--- src/rtl/frog_game_ctrl.sv ---
// Frog game supervisor: per-frame collision/goal evaluation driving lives, score
// and a PLAY/HIT/WIN/OVER state machine with a frame-count hold after each event.
module frog_game_ctrl #(
   parameter int LIVES       = 3,
   parameter int GOAL_Y      = 20,
   parameter int HOLD_FRAMES = 60
) (
   input  logic        i_clk,
   input  logic        i_rst,
   input  logic        i_animate,
   input  logic        i_start,
   input  logic [11:0] i_frog_x1,
   input  logic [11:0] i_frog_x2,
   input  logic [11:0] i_frog_y1,
   input  logic [11:0] i_frog_y2,
   input  logic [35:0] i_obs_x1,
   input  logic [35:0] i_obs_x2,
   input  logic [35:0] i_obs_y1,
   input  logic [35:0] i_obs_y2,
   output logic [2:0]  o_collide,
   output logic [3:0]  o_lives,
   output logic [7:0]  o_score,
   output logic [1:0]  o_state,
   output logic        o_frog_rst
);

   typedef enum logic [1:0] {
      ST_PLAY = 2'd0,
      ST_HIT  = 2'd1,
      ST_WIN  = 2'd2,
      ST_OVER = 2'd3
   } state_t;

   localparam logic [3:0]  LIVES_L  = 4'(LIVES);
   localparam logic [11:0] GOAL_Y_L = 12'(GOAL_Y);
   localparam logic [7:0]  HOLD_L   = 8'(HOLD_FRAMES);

   state_t      state_reg;
   logic [7:0]  hold_reg;
   logic [2:0]  overlap;
   logic        goal_hit;

   // Strict inequalities: boxes that merely touch along an edge do not collide.
   generate
      for (genvar gi = 0; gi < 3; gi++) begin : g_overlap
         assign overlap[gi] = (i_frog_x1 < i_obs_x2[12*gi +: 12]) &&
                              (i_obs_x1[12*gi +: 12] < i_frog_x2) &&
                              (i_frog_y1 < i_obs_y2[12*gi +: 12]) &&
                              (i_obs_y1[12*gi +: 12] < i_frog_y2);
      end
   endgenerate

   assign goal_hit = (i_frog_y1 <= GOAL_Y_L);
   assign o_state  = state_reg;

   always_ff @(posedge i_clk) begin
      if (i_rst) begin
         state_reg  <= ST_PLAY;
         hold_reg   <= 8'd0;
         o_lives    <= LIVES_L;
         o_score    <= 8'd0;
         o_collide  <= 3'b000;
         o_frog_rst <= 1'b0;
      end else begin
         o_frog_rst <= 1'b0;
         if (i_animate) begin
            o_collide <= overlap;
         end

         // Restart is the only transition that does not wait for a frame strobe.
         if (state_reg == ST_OVER) begin
            if (i_start) begin
               state_reg  <= ST_PLAY;
               o_lives    <= LIVES_L;
               o_score    <= 8'd0;
               o_frog_rst <= 1'b1;
            end
         end else if (i_animate) begin
            case (state_reg)
               ST_PLAY: begin
                  if (|overlap) begin
                     o_lives <= o_lives - 4'd1;
                     if (o_lives == 4'd1) begin
                        state_reg <= ST_OVER;
                     end else begin
                        state_reg <= ST_HIT;
                        hold_reg  <= HOLD_L;
                     end
                  end else if (goal_hit) begin
                     if (o_score != 8'hFF) begin
                        o_score <= o_score + 8'd1;
                     end
                     state_reg <= ST_WIN;
                     hold_reg  <= HOLD_L;
                  end
               end
               ST_HIT, ST_WIN: begin
                  if (hold_reg <= 8'd1) begin
                     state_reg  <= ST_PLAY;
                     hold_reg   <= 8'd0;
                     o_frog_rst <= 1'b1;
                  end else begin
                     hold_reg <= hold_reg - 8'd1;
                  end
               end
               default: begin
               end
            endcase
         end
      end
   end

endmodule

--- config.mk ---
export PLATFORM = sky130hd
export DESIGN_NAME = frog_game_ctrl
export DESIGN_NICKNAME = d
export VERILOG_FILES = /design/src/rtl/frog_game_ctrl.sv
export SDC_FILE = /design/constraint.sdc
export NUM_CORES = 1
export LEC_CHECK = 0
export BUFFER_PORTS_ARGS = -buffer_cell sky130_fd_sc_hd__buf_2
export CORE_UTILIZATION = 31
export DETAILED_ROUTE_END_ITERATION = 8
export PLACE_DENSITY = 0.65
export SYNTH_ARGS = -nofsm -noshare
export SYNTH_HDL_FRONTEND = slang
export SYNTH_SLANG_ARGS = --single-unit
export TNS_END_PERCENT = 50
--- constraint.sdc ---
create_clock -name i_clk -period 5.9 [get_ports i_clk]
set_clock_uncertainty 0.15 [all_clocks]
set_input_delay 0.295 -clock i_clk [delete_from_list [all_inputs] [get_ports i_clk]]
set_output_delay 0.295 -clock i_clk [all_outputs]
set_load 0.03 [all_outputs]
# Yosys cells after proc, flatten, opt, wreduce, memory -nomap -nowiden
# Cells that the tools add are included.
# word_totals
latch_bits,0
in_bits,196
n_memories,0
register_bits,26
ram_bits,0
mem_bits_ro,0
out_inout_bits,18
# op_classes
n_mux,30
div,0
n_lt_le_gt_ge,14
bitwise_logic,1
n_shift,0
n_reduce_logical,23
n_eq_ne,11
mul,0
add_sub_neg,3
# ops
op,count
12-bit < comparator,12
8-bit 2-to-1 mux,11
4-bit 2-to-1 mux,5
8-bit one-hot mux with 2 select lines,1
2-bit 2-to-1 mux,7
12-bit by 5-bit less-or-equal comparator with 1-bit output (second input constant),1
2-bit nonzero test,6
5-bit AND reduction,2
1-bit logical AND,9
3-bit != test (second input constant),3
8-bit by 1-bit adder with 8-bit output (second input constant),1
8-bit by 1-bit less-or-equal comparator with 1-bit output (second input constant),1
8-bit != test (second input constant),1
8-bit by 1-bit subtractor with 8-bit output (second input constant),1
6-bit AND reduction,1
1-bit 2-to-1 mux,5
2-bit equality test (second input constant),2
4-bit by 1-bit equality test with 1-bit output (second input constant),1
2-bit != test (second input constant),2
4-bit != test (second input constant),1
2-bit one-hot mux with 2 select lines,1
4-bit AND reduction,1
4-bit by 1-bit subtractor with 4-bit output (second input constant),1
3-bit nonzero test,1
other kinds (5),5

# Longest topological paths before layout
# depth
word_depth,9
ltp_mapped,12

# Worst setup path before layout
# OpenSTA, ideal clock, no wires.
# synth_path
path_kind,input -> register
from,input port i_frog_x2[11]
to,register hold_reg[6]
stages,11
slack_ns,3.137
arrival_ns,2.495
cell_sequence,inv_1 -> ha_1 -> nand4_1 -> or4_1 -> o22ai_1 -> nor4_2 -> nor3_4 -> or2_2 -> clkbuf_1 -> o2111ai_1 -> a32o_1
# synth_between
elab_chain_len,7
elab_cells_between_ends,18
# synth_lines
item,line,rtl
from (decl),13,"input logic [11:0] i_frog_x2,"
12-bit < comparator,47,(i_obs_x1[12*gi +: 12] < i_frog_x2) &&
1-bit logical AND,46,assign overlap[gi] = (i_frog_x1 < i_obs_x2[12*gi +: 12]) &&
1-bit logical AND,47,
1-bit logical AND,48,(i_frog_y1 < i_obs_y2[12*gi +: 12]) &&
3-bit OR reduction *,81,if (|overlap) begin
3-bit != test (no line) or 8-bit 2-to-1 mux (tied branches),n/a,
5-bit AND reduction (no line) or 8-bit one-hot mux with 2 select lines (tied branches),n/a,
to (signal assigned),103,hold_reg <= hold_reg - 8'd1;
to (decl),39,logic [7:0] hold_reg;
# Mark *: on every way between the ends. The rest lies on a longest branch, timed or not.
# A chain may end at the register's enable or synchronous reset.

# Final worst setup path
# layout_path
from,input port i_frog_y1[11]
to,register state_reg[1] (netlist: o_state[1])
# layout_between
elab_chain_len,8
elab_cells_between_ends,17
# layout_lines
item,line,rtl
from (decl),14,"input logic [11:0] i_frog_y1,"
12-bit < comparator,48,
1-bit logical AND,47,
1-bit logical AND,48,
3-bit OR reduction,81,
2-bit 2-to-1 mux,81,
2-bit one-hot mux with 2 select lines,79,case (state_reg)
2-bit 2-to-1 mux,78,end else if (i_animate) begin
2-bit 2-to-1 mux,71,if (state_reg == ST_OVER) begin
to (signal assigned),73,state_reg <= ST_PLAY;
to (signal assigned),84,state_reg <= ST_OVER;
to (signal assigned),86,state_reg <= ST_HIT;
to (decl),38,state_t state_reg;
# Parallel ways exist; a longest one is shown, timed or not. The select of a mux whose other input is x is not followed.

==> summary.txt <==
GRT
  – First-pass GRT wire length: 23360 um
  – Number of antenna violations at the first check in global routing: 1
  – Vias in the first global route: 4861
  – Overall fraction of global-route tracks in use: 19.60%
  – Largest net degree at the start of global routing: 20
  – Total grt overflow: 0

Pwr
  – Final Total Pwr: 0.8717 mW
  – Cell Pwr Density: 147.3 nW/um2
  – Leak: 3.352 nW
  – Worst IR drop on VDD: 134.6 uV

STA
  – Setup TNS after final layout: 0 ps
  – Min Tclk post-route: 3098 ps
  – Final Slew Violations: 0
  – Fmax: 322.7 MHz
  – Relative max-transition margin: 50.88%
  – Setup repair after global routing missed its margin: no
  – Final setup violating endpoints: 0
  – Actual transition at the worst max-transition pin: 735.3 ps
  – Tcrit/Tclk final: 52.52%
  – Final Hold Vio Count: 0

Logic synthesis
  – Primary flip-flop cell chosen by synthesis mapping: dfxtp_1
  – Average instance area after synthesis: 7.616 um2
  – Number of nets in the synthesized netlist: 932
  – Number of flops mapped to enable cells by yosys: 0
  – Cell types with the largest area share after synthesis: ha_1 (38%), dfxtp_1 (11%), inv_1 (8.0%), a21oi_1 (4.4%), o21ai_0 (3.7%)
  – Register area share after synthesis: 11.45%
  – Proportion of register bits with asynchronous set or reset after synthesis: 0%
  – Count of cell types in the netlist: 44
  – Count of warnings emitted by yosys: 0
  – Post-Syn Area: 4547 um2
  – Instance count of the mapped netlist: 597
  – Synth Register Bits: 26
  – Cell type with the highest aggregate area in the netlist: ha_1
  – Share of Yosys cell area claimed by the top area cell type: 38.25%

Route
  – Vias: 4990
  – Drt drc: 0
  – Pre-Repair DR Iteration Count: 5
  – Drt first-iter violations: 189
  – Antenna Violating Nets Remaining: 0
  – Wire length reported by the detailed router: 14680 um
  – Detail-routed net length per standard cell: 14.86 um
  – Number of vias per cell after detailed routing: 5.051

Final layout
  – Final cell count without fillers: 988
  – Most frequent cells in the layout: buf_2 (213), ha_1 (139), inv_1 (97)
  – Filler Cell Count: 1510
  – Most frequent standard cell in the layout excluding fill and tap cells: buf_2
  – Total Nets Final: 1143
  – Area added between synthesis and finish: 30.19%
  – Final core occ: 41.99%
  – Share of layout cells above drive strength 1: 27.88%

CTS
  – Clock tree from TritonCTS: built
  – Post-cts repair resize count: 0
  – Inserted Clock Buffers: 3
  – Post-CTS Hold Buffers: 0
  – Worst skew pair latency: 260 ps
  – Clock-pin slew reported for the worst setup and hold paths after clock tree synthesis: 70 ps
  – Root buffer cell: clkbuf_16
  – Total setup buffers inserted after CTS: 0
  – Clock sink count: 26
  – H-Tree Level Count: 1
  – Maximum root-to-sink buffer count: 2

Floorplanning
  – Area enclosed by the die boundary: 15160 um2
  – Placement row count: 43
  – IO Pins: 214
  – Die Y: 123.1 um
  – Chip width: 123.1 um
  – Initial Util: 32.26%
  – Core area: 14100 um2

Placed design
  – Cell total after placement: 983
  – Routability cong.: 0.8745
  – Dpl hpwl: 13170 um
  – Quantity of I/O buffers inserted on ports: 213

Worst setup path
  – Critical Path Sink Type: register
  – Worst reg2reg setup slack: 3490 ps
  – Crit path arrival time: 3150 ps
  – Worst reg2reg path startpoint: o_score[0]$_SDFFE_PP0P_
  – Cells along the critical path: buf_2 > ha_1 > nand4_1 > or4_1 > o211ai_1 > nor4_2 > nor3_4 > nand3_1 > a32oi_1 > mux2i_1
  – Crit path max fanout: 8
  – Critical Path RT: 5950 ps
  – Worst reg2reg endpoint: o_score[7]$_SDFFE_PP0P_
  – Crit start category: input port
  – Worst reg-to-reg path cell count: 6
  – Max stage delay on crit path: 600 ps
  – Worst-path cell with the longest stage delay: or4_1
  – Worst setup path class: input port to register

Hold path
  – Hold crit path type: input port to register
  – Count of cells along the worst hold path: 3
  – Hold EP: o_state[1]$_SDFFE_PP0P_
  – Hold path start: i_start

Job
  – Max cap viols: 0

Outcome
  – Run status: completed
-- metal layers --
metal	vias to the layer above	wire length (um)	part of all wire, %	global-route usage, %
met1	2198	6551	45	24.76
met2	182	6887	47	34.73
met5	-	0	0	0
met4	0	303	2.1	4.292
li1	2588	-	-	-
met3	22	940	6.4	3.183
-- cell families (layout without fill, tap and decap cells) --
family | after synthesis | after routing | synth area share, %
and+or+nand+nor | 172 | 172 | 19.48
AOI/OAI and AO/OA | 150 | 150 | 20.91
adders and majority gates | 139 | 139 | 38.25
buffers and inverters | 104 | 314 | 8.585
DFF | 26 | 26 | 11.45
muxes | 6 | 6 | 1.321
other | 0 | 1 | 0
-- synth_stat cells (2+ instances only) --
library cell  number
nor4_1             5
a211oi_1          13
mux2i_1            6
or2_2              2
clkbuf_1           6
o221ai_1           2
o2111ai_1          2
nand3_1           12
nand2_1           39
o31ai_1            5
nor3_1            16
nor2_1            38
o211ai_1           2
a31o_2             2
or4_1              5
ha_1             139
nor4_2             2
a32o_1             2
a21oi_1           40
o21a_1             4
o22ai_1            8
o21ai_0           34
a22oi_1            6
nand4_1           20
dfxtp_1           26
and3_1             5
nand2b_1          20
nor3b_1            5
a21o_1            15
a31oi_1            6
inv_1             97
-- report_power, final --
| group | switching [mW] | leakage, nW | internal, mW |
|---|---|---|---|
| combinational | 0.265 | 3.09 | 0.203 |
| sequential | 0.0164 | 0.211 | 0.191 |
| clock | 0.0616 | 0.0511 | 0.135 |
-- worst max-delay path by stage --
stage / endpoint / start / depth (start not counted) / slack, ps
detailed placement: o_state[1]$_SDFFE_PP0P_ / i_frog_y1[11] / 10 / 2450
CTS: o_state[1]$_SDFFE_PP0P_ / i_frog_y1[11] / 10 / 2730
finish: o_state[1]$_SDFFE_PP0P_ / i_frog_y1[11] / 10 / 2800
global placement: o_state[1]$_SDFFE_PP0P_ / i_frog_y1[11] / 10 / 2450
floorplan: hold_reg[6]$_SDFFE_PP0P_ / i_frog_x2[11] / 11 / 3140
global route: hold_reg[4]$_SDFFE_PP0P_ / i_frog_x2[9] / 12 / 2590
-- through the flow --
stage | area (um2) | setup slack [ps] | hold slack, ps
finish | 5919 | 2802 | 215.7
global route | 5919 | 2587 | 223.2
CTS | 5917 | 2729 | 213.7
detailed placement | 5812 | 2453 | 329.8
global placement | 5812 | 2447 | 331.4
floorplan | 4547 | 3137 | 296.5
-- area by class of cell --
class	count	area [um2]	share of cell area, %
multi-input cells	467	3636	61.42
repair buffers	213	1066	18.01
flip-flops and latches	26	520.5	8.793
inverters	97	364.1	6.151
well taps	180	225.2	3.805
clock buffers	3	75.07	1.268
clock inverters	1	30.03	0.5073
diodes	1	2.502	0.04227
-- critical path, delay by kind of cell --
family | cells | cell delay [ps]
compound gates | 2 | 640
fa+ha+maj | 1 | 320
buf+inv | 1 | 140
mux | 1 | 200
simple gates | 5 | 1540
(Power assumes the default switching activity.)
